==> src/rtl/i4002_ram_if.sv <==
// MCS-4 RAM bank bus: CPU-side timing/command strobes, the shared 4-bit data bus and the output port.
interface i4002_ram_if;
    logic       sync;
    logic       cl_ram;
    logic       cm_ram;
    logic [3:0] dbus_in;
    logic [3:0] dbus_out;
    logic [3:0] io_out;

    modport master (
        output sync,
        output cl_ram,
        output cm_ram,
        output dbus_in,
        input  dbus_out,
        input  io_out
    );

    modport slave (
        input  sync,
        input  cl_ram,
        input  cm_ram,
        input  dbus_in,
        output dbus_out,
        output io_out
    );
endinterface

==> src/rtl/i4002_ram.sv <==
// i4002 data RAM: 4x16 main + 4x4 status nibbles and a 4-bit output port, driven by the MCS-4 bus.
// Optional host readback port enabled by defining I4002_DBG_EN.
module i4002_ram #(
    parameter logic [1:0] CHIP_ID   = 2'b00,
    parameter logic [3:0] OUT_RESET = 4'h0
) (
    input  logic       clk,
    input  logic       rst,
    i4002_ram_if.slave bus
`ifdef I4002_DBG_EN
    ,
    input  logic [6:0] dbg_addr,
    output logic [3:0] dbg_data
`endif
);

    typedef enum logic [2:0] {
        PhA1, PhA2, PhA3, PhM1, PhM2, PhX1, PhX2, PhX3
    } phase_e;

    phase_e     phase_q, phase_d;
    logic       is_m2, is_x2, is_x3;

    logic       selected_q, selected_d;
    logic [1:0] reg_sel_q, reg_sel_d;
    logic [3:0] char_sel_q, char_sel_d;
    logic       src_pend_q, src_pend_d;
    logic       io_cmd_q, io_cmd_d;
    logic [3:0] opa_q, opa_d;
    logic [3:0] io_out_q, io_out_d;

    logic [3:0] main_q   [4][16];
    logic [3:0] status_q [4][4];

    logic       exec, wr_main, wr_stat, wr_port, rd_main, rd_stat;

    // Phase tracking: sync in X3 realigns the next cycle to A1.
    always_ff @(posedge clk) begin
        if (rst) begin
            phase_q <= PhA1;
        end else begin
            phase_q <= phase_d;
        end
    end

    always_comb begin
        phase_d = bus.sync ? PhA1 : phase_e'(phase_q + 3'd1);
    end

    always_comb begin
        is_m2 = (phase_q == PhM2);
        is_x2 = (phase_q == PhX2);
        is_x3 = (phase_q == PhX3);
    end

    // CM at X2 marks an SRC, which takes precedence over any I/O command latched at M2.
    always_comb begin
        exec    = is_x2 && io_cmd_q && selected_q && !bus.cm_ram;
        wr_main = exec && (opa_q == 4'h0);
        wr_port = exec && (opa_q == 4'h1) && !bus.cl_ram;
        wr_stat = exec && (opa_q[3:2] == 2'b01);
        rd_main = exec && ((opa_q == 4'h8) || (opa_q == 4'h9) || (opa_q == 4'hB));
        rd_stat = exec && (opa_q[3:2] == 2'b11);
    end

    always_comb begin
        selected_d = selected_q;
        reg_sel_d  = reg_sel_q;
        char_sel_d = char_sel_q;
        src_pend_d = 1'b0;
        io_cmd_d   = io_cmd_q;
        opa_d      = opa_q;
        io_out_d   = io_out_q;
        if (is_x2 && bus.cm_ram) begin
            selected_d = (bus.dbus_in[3:2] == CHIP_ID);
            reg_sel_d  = bus.dbus_in[1:0];
            src_pend_d = 1'b1;
        end
        if (is_x3 && src_pend_q) begin
            char_sel_d = bus.dbus_in;
        end
        if (is_m2) begin
            io_cmd_d = bus.cm_ram;
            opa_d    = bus.dbus_in;
        end
        if (wr_port) begin
            io_out_d = bus.dbus_in;
        end
        if (bus.cl_ram) begin
            io_out_d   = OUT_RESET;
            selected_d = 1'b0;
        end
    end

    always_ff @(posedge clk) begin
        if (rst) begin
            selected_q <= 1'b0;
            reg_sel_q  <= 2'd0;
            char_sel_q <= 4'd0;
            src_pend_q <= 1'b0;
            io_cmd_q   <= 1'b0;
            opa_q      <= 4'd0;
            io_out_q   <= OUT_RESET;
        end else begin
            selected_q <= selected_d;
            reg_sel_q  <= reg_sel_d;
            char_sel_q <= char_sel_d;
            src_pend_q <= src_pend_d;
            io_cmd_q   <= io_cmd_d;
            opa_q      <= opa_d;
            io_out_q   <= io_out_d;
        end
    end

    always_ff @(posedge clk) begin
        if (rst) begin
            for (int r = 0; r < 4; r++) begin
                for (int c = 0; c < 16; c++) begin
                    main_q[r][c] <= 4'd0;
                end
                for (int s = 0; s < 4; s++) begin
                    status_q[r][s] <= 4'd0;
                end
            end
        end else begin
            if (wr_main) begin
                main_q[reg_sel_q][char_sel_q] <= bus.dbus_in;
            end
            if (wr_stat) begin
                status_q[reg_sel_q][opa_q[1:0]] <= bus.dbus_in;
            end
        end
    end

    always_comb begin
        bus.dbus_out = 4'd0;
        if (rd_main) begin
            bus.dbus_out = main_q[reg_sel_q][char_sel_q];
        end else if (rd_stat) begin
            bus.dbus_out = status_q[reg_sel_q][opa_q[1:0]];
        end
    end

    assign bus.io_out = io_out_q;

`ifdef I4002_DBG_EN
    logic [3:0] dbg_data_q;

    always_ff @(posedge clk) begin
        if (rst) begin
            dbg_data_q <= 4'd0;
        end else if (dbg_addr[6]) begin
            dbg_data_q <= status_q[dbg_addr[3:2]][dbg_addr[1:0]];
        end else begin
            dbg_data_q <= main_q[dbg_addr[5:4]][dbg_addr[3:0]];
        end
    end

    assign dbg_data = dbg_data_q;
`endif

endmodule

==> src/flat_wrapper.sv <==
// flat-port wrapper written by rule: the top's interface ports become plain ports
module i4002_ram_flat 
#(
    parameter logic [1:0] CHIP_ID   = 2'b00,
    parameter logic [3:0] OUT_RESET = 4'h0
)
  (clk, rst, bus_sync, bus_cl_ram, bus_cm_ram, bus_dbus_in, bus_dbus_out, bus_io_out);
  i4002_ram_if bus_i ();
  input  logic clk;
  input  logic rst;
  input wire logic [$bits(bus_i.sync)-1:0] bus_sync;
  input wire logic [$bits(bus_i.cl_ram)-1:0] bus_cl_ram;
  input wire logic [$bits(bus_i.cm_ram)-1:0] bus_cm_ram;
  input wire logic [$bits(bus_i.dbus_in)-1:0] bus_dbus_in;
  output wire logic [$bits(bus_i.dbus_out)-1:0] bus_dbus_out;
  output wire logic [$bits(bus_i.io_out)-1:0] bus_io_out;
  assign bus_i.sync = bus_sync;
  assign bus_i.cl_ram = bus_cl_ram;
  assign bus_i.cm_ram = bus_cm_ram;
  assign bus_i.dbus_in = bus_dbus_in;
  assign bus_dbus_out = bus_i.dbus_out;
  assign bus_io_out = bus_i.io_out;
  i4002_ram #(.CHIP_ID(CHIP_ID), .OUT_RESET(OUT_RESET)) u_core (.clk(clk), .rst(rst), .bus(bus_i));
endmodule
==> config.mk <==
export PLATFORM = sky130hd
export DESIGN_NAME = i4002_ram_flat
export DESIGN_NICKNAME = d
export VERILOG_FILES = /design/src/rtl/i4002_ram_if.sv /design/src/rtl/i4002_ram.sv /design/src/flat_wrapper.sv
export SDC_FILE = /design/constraint.sdc
export NUM_CORES = 1
export LEC_CHECK = 0
export CORE_ASPECT_RATIO = 1.5
export CORE_MARGIN = 10
export CORE_UTILIZATION = 30
export CTS_BUF_LIST = sky130_fd_sc_hd__clkbuf_2
export CTS_CLUSTER_DIAMETER = 100
export DETAILED_ROUTE_END_ITERATION = 7
export GPL_TIMING_DRIVEN = 0
export PLACE_DENSITY_LB_ADDON = 0.25
export SKIP_LAST_GASP = 1
export SYNTH_ARGS = -nofsm -noshare
export SYNTH_HDL_FRONTEND = slang
export SYNTH_SLANG_ARGS = --single-unit
==> constraint.sdc <==
create_clock -name clk -period 2.3 [get_ports clk]
set_input_delay 0.345 -clock clk [delete_from_list [all_inputs] [get_ports clk]]
set_output_delay 0.345 -clock clk [all_outputs]
set_load 0.05 [all_outputs]
Word level (Yosys, flattened, before mapping)
Memory sizes are Yosys's and may differ from the RTL's. A register that Yosys moved wholly into a read port is not among the register bits. Index checks and enable logic that the tools add are counted. W data, S select, Z words.

$add $sub $neg: 1. $mul: 0. Divide/modulo/power cells: 0. Magnitude comparators: 4. Eq/ne operators: 9. Shift-type cells: 0. Multiplexer cells: 31. Bitwise operators: 2. Reductions and logical operators: 23.

Operators with widths (count): $mux W64 (3); $reduce_or A64 Y1 (1); $mux W16 (3); $mux W4 (8); $bmux W4 S4 (1); $demux W4 S4 (1); $reduce_or A16 Y1 (1); $logic_and A1 B1 Y1 (13); $eq A4 B4 Y1 const B (3); $mux W2 (6); $eq A3 B3 Y1 const B (3); $bmux W4 S2 (1); $demux W4 S2 (1); $mux W1 (7); $ge A5 B5 Y1 const B (1); $lt A5 B1 Y1 const B (1); $not A4 Y5 (1); $eq A4 B1 Y1 const B (1); $logic_not A4 Y1 (1); $reduce_or A2 Y1 (2); $add A3 B1 Y3 const B (1); $ge A3 B3 Y1 const B (1); $lt A3 B1 Y1 const B (1); $not A2 Y3 (1); other kinds (5) (7).

Register bits after elaboration: 20. Bits in latches: 0. RAM bits: 320. Bits in read-only memories: 0. Bits of input ports: 9. Output and inout port bits: 8. Logic and storage cells: 80. Memories: 2.

Memory list: u_core.main_q (depth 4, bits a word 64, read ports 1, clocked after memory_dff 1, wr ports 4, RTL line i4002_ram.sv:32) `logic [3:0] main_q [4][16];`; u_core.status_q (depth 4, bits a word 16, read ports 1, clocked after memory_dff 1, wr ports 4, RTL line i4002_ram.sv:33) `logic [3:0] status_q [4][4];`.

Longest topological paths before layout
Depth in word-level cells: 10. Depth in mapped cells: 9. Depth with buffers taken out: 7.

Worst setup path after synthesis
Ideal clock, no wire load.

Path type: register -> output. Start: register (tool-made name). End: output port bus_dbus_out[1]. Data arrival time: 2.170 ns. Required time: 1.955 ns. Path slack: -0.215 ns. Cell stages (with the launch flop): 9. Cells stage by stage: dfxtp_1 buf_2 buf_4 buf_4 mux4_2 mux2i_1 o22ai_1 o31ai_1 nand3_1.

RTL lines: to (decl) (RTL line flat_wrapper.sv:15) `output wire logic [$bits(bus_i.dbus_out)-1:0] bus_dbus_out;`.

==> summary.txt <==
Floorplanning
  – Core area: ~0.054 mm²
  – Initial cell density of the core: 30.45%
  – Boundary pin count: 17
  – Die width: 210.9 µm
  – FP Rows: ~100
  – Die ar.: 0.06462 mm²
  – Vert. Die Dim: 306.4 µm

Place
  – RePlAce Congestion: a little over 0.9
  – # port buffers: 12
  – Placed cell count: ~1900
  – Post-Place Worst Slack: -1.726 ns
  – DPL Wire Length: around 39000 µm
  – Placed inst area: around 0.017 mm²

Status
  – Violated checks: negative setup slack
  – Outcome: complete, but fails checks

Critical path
  – Worst Setup Start Kind: register
  – Crit path max fanout: 6
  – FF-to-FF setup slack: -0.28 ns
  – Slowest CP cell: mux4_2
  – WP data required: about 2 ns
  – Crit-path cells: buf_8, bufbuf_16, mux4_2, mux4_2, a32oi_2, nand3_2, buf_8
  – Slowest stage delay, CP: about 0.54 ns
  – WP buf/inv: 3
  – CP Depth: 7
  – Crit end category: output port
  – RR Startpoint: u_core.char_sel_q[2]
  – Crit path DAT: 3.45 ns
  – Reg2reg end: u_core.main_q[0][43]
  – CP top delay family: multiplexers
  – End of the critical path: bus_dbus_out[1]
  – Depth of the most critical reg-to-reg path: 5
  – Worst setup path class: register to output port

Yosys
  – Count of different cell masters after synthesis: 41
  – Top cells by area, synth: edfxtp_1, and2_1, mux4_2
  – Synthesis-stage register bit count: roughly 340
  – EDFF count, synth: 320
  – Avg Inst Size Synth: 13.42 µm²
  – Synth Instances: about 1200
  – Ys async rst share: 0%
  – Share of the synthesized area in the top cell type: about three fifths
  – Yosys warns: 0
  – Most used DFF post-synth: edfxtp_1
  – Mapped Area: roughly 0.016 mm²
  – Sequential fraction of the synthesis area: between 60% and 70%
  – Mapped Nets: approximately 1200
  – Post-synth top area cell: edfxtp_1

Timing
  – Period minus WS final: between 3 and 4 ns
  – Fin Setup TNS: -19.90 ns
  – Tcrit/Tclk final: 165.0%
  – WHS: about 0.087 ns
  – Fmax achieved: 263.4 MHz
  – Worst slew pin tran: between 1 and 1.5 ns
  – Final setup fails: between 150 and 200
  – Final Hold Violating Endpoints: 0
  – Fin Clk Skew: about 0.077 ns
  – RSZ-0062 raised after global routing: yes
  – Final worst slack: -1.496 ns
  – Slew headroom: approximately 13%
  – Fin. max-slew vios: 0

Clock tree
  – CTS root buf: clkbuf_2
  – Total CTS buffers: 80
  – Clock transition at path regs: approximately 0.12 ns
  – Htree depth: 3
  – TritonCTS clock tree: yes
  – Worst skew pair latency: ~1.0 ns
  – Clock sink count: around 340
  – Clock tree buffer depth: 3

Power
  – Total power: around 12 mW
  – Comb power frac: roughly 5.7%
  – Sequential share of power: around three fifths
  – Cell-internal power: ~8.6 mW
  – Leak: between 7 and 8 nW
  – Clock share of power: between 30% and 40%
  – Sw frac: ~27%
  – Power per cell area: about 580 mW/mm²
  – Max rail drop VDD: about 0.23 mV
  – P_sw: about 3.1 mW

Global routing
  – Largest net degree at the start of global routing: 12
  – First-pass GRT wire length: about 80000 µm
  – Initial antenna violation count: 4
  – Number of global-route vias before repair: 11663
  – Overflow after GRT: 0
  – Total GRT Usage: between 10% and 20%

Route
  – DRT Pass-1 Iters: 6
  – Initial DRC count: 910
  – Highest metal used: met4
  – Post-route antenna net violation count: 0
  – Drt total wl: roughly 57000 µm
  – Via Count: between 10000 and 15000
  – Met2 WL: 30830 µm
  – Residual DRC: 0
  – WL/cell: 26.34 µm
  – Routed vias/inst: a little over 5
  – Met3 wire len: 2867 µm
  – Met1 wire length: just under 20000 µm

Layout
  – Post-route cell area: between 0.02 and 0.025 mm²
  – Area Overhead vs Synth: 24.32%
  – Reg area: 0.01006 mm²
  – Fin util: 37.85%
  – Final Non-Filler Cells: around 2200
  – Area of the multi-input gates: roughly 0.0072 mm²
  – Layout cell share with drive strength beyond 1: 38.10%
  – # fillers: about 5200
  – Final #Nets: ~1400

Worst hold path
  – Hold WC Path Type: input port to register

Flow run
  – Max_cap viols: 0
[cell usage in the layout (no fill, tap or decap), types with 5 or more instances in the layout]
cell type	netlist	layout
or2_2	82	24
a211oi_1	10	9
dlygate4sd3_1	0	6
clkbuf_1	65	49
mux4_2	66	66
dfxtp_2	0	6
nor2b_1	12	10
nand2b_1	12	12
edfxtp_1	320	320
nor2_4	0	65
clkbuf_2	0	124
buf_6	0	24
nor2_1	101	27
buf_4	7	66
inv_2	0	5
nor3_1	10	9
o22ai_2	0	6
clkinv_2	0	6
mux2i_4	0	10
mux2_2	13	13
o22ai_1	13	7
nand2_8	0	7
dfxtp_1	22	16
or2_4	0	58
buf_12	0	8
nand2_1	30	21
nand3_4	0	6
buf_8	0	7
nor4_1	6	5
nand3_1	22	12
and2_1	320	317
a21oi_1	12	12
mux2i_1	41	29
nor2_2	0	9
clkinv_1	0	18
[logic make-up (layout without fill, tap and decap cells)]
family | after synthesis | count (layout) | share of synthesized area, %
and+or+nand+nor | 608 | 608 | 21.34
buffers and inverters | 93 | 341 | 2.365
AOI/OAI and AO/OA | 55 | 55 | 2.258
muxes | 120 | 120 | 12.46
DFF | 342 | 342 | 61.27
adders and majority gates | 4 | 4 | 0.3051
other | 0 | 1 | 0
[layer usage]
layer	up-vias	global-route usage, %
met4	0	10.32
met5	-	0
li1	4833	-
met3	156	2.819
met2	429	33.15
met1	5579	17.88
[synthesized netlist by cell type, types with 2 or more instances]
cell,n
nand4b_1,2
clkbuf_1,65
a21oi_1,12
nor4_4,3
o22ai_1,13
o21ai_0,3
nand2_1,30
edfxtp_1,320
mux2i_1,41
mux4_2,66
dfxtp_1,22
buf_4,7
buf_1,7
nand2b_1,12
and2_1,320
nand3_1,22
a211oi_1,10
inv_1,4
nor3b_1,2
a2111oi_0,4
nor2_1,101
nor3_1,10
ha_1,4
nor4_1,6
or2_2,82
o31ai_1,5
a32oi_1,2
a22o_1,2
nor2b_1,12
mux2_2,13
buf_2,10
[power groups by stage]
stage | registers (mW) | logic [mW] | clock network (mW)
2_1_floorplan | 7.18 | 0.307 | 0
3_3_place_gp | 7.23 | 0.574 | 0
3_5_place_dp | 7.23 | 0.578 | 0
4_1_cts | 7.09 | 0.632 | 4.04
5_1_grt | 7.11 | 0.687 | 4.31
6_report | 7.09 | 0.664 | 3.97
[final cells by class]
type / instances / area share (%)
Antenna cell: 1 / 0.01227
Buffer: 87 / 2.872
Clock buffer: 115 / 2.823
Clock inverter: 30 / 0.6259
Inverter: 4 / 0.07363
Multi-Input combinational cell: 787 / 35.09
Sequential cell: 342 / 49.32
Tap cell: 689 / 4.228
Timing Repair Buffer: 105 / 4.952
[state kept, by name (all words and copies together) (netlist names), named ones only]
| register | flops |
|---|---|
| u_core.bus.io_out | 4 |
| u_core.char_sel_q | 4 |
| u_core.io_cmd_q | 1 |
| u_core.main_q | 256 |
| u_core.opa_q | 4 |
| u_core.phase_q | 3 |
| u_core.reg_sel_q | 2 |
| u_core.selected_q | 1 |
| u_core.src_pend_q | 1 |
| u_core.status_q | 64 |
[worst min path at each step]
stage                            from  cells past startpoint              endpoint
floorplan           u_core.phase_q[0]                      1     u_core.phase_q[0]
detailed placement  u_core.phase_q[0]                      1     u_core.phase_q[0]
global route           bus_dbus_in[2]                      2  u_core.main_q[2][10]
finish                     bus_cl_ram                      2     u_core.selected_q
CTS                        bus_cl_ram                      2  u_core.bus.io_out[3]
global placement    u_core.phase_q[0]                      1     u_core.phase_q[0]
[repair_timing]
action                     CTS  global route
setup endpoints to repair  515           411
buffers inserted            60            25
resized for setup          327           102
hold buffers                 6             0
gates cloned                 2             0
pin swaps                   52            45
hold endpoints to repair    21             0
(Power assumes the default switching activity.)
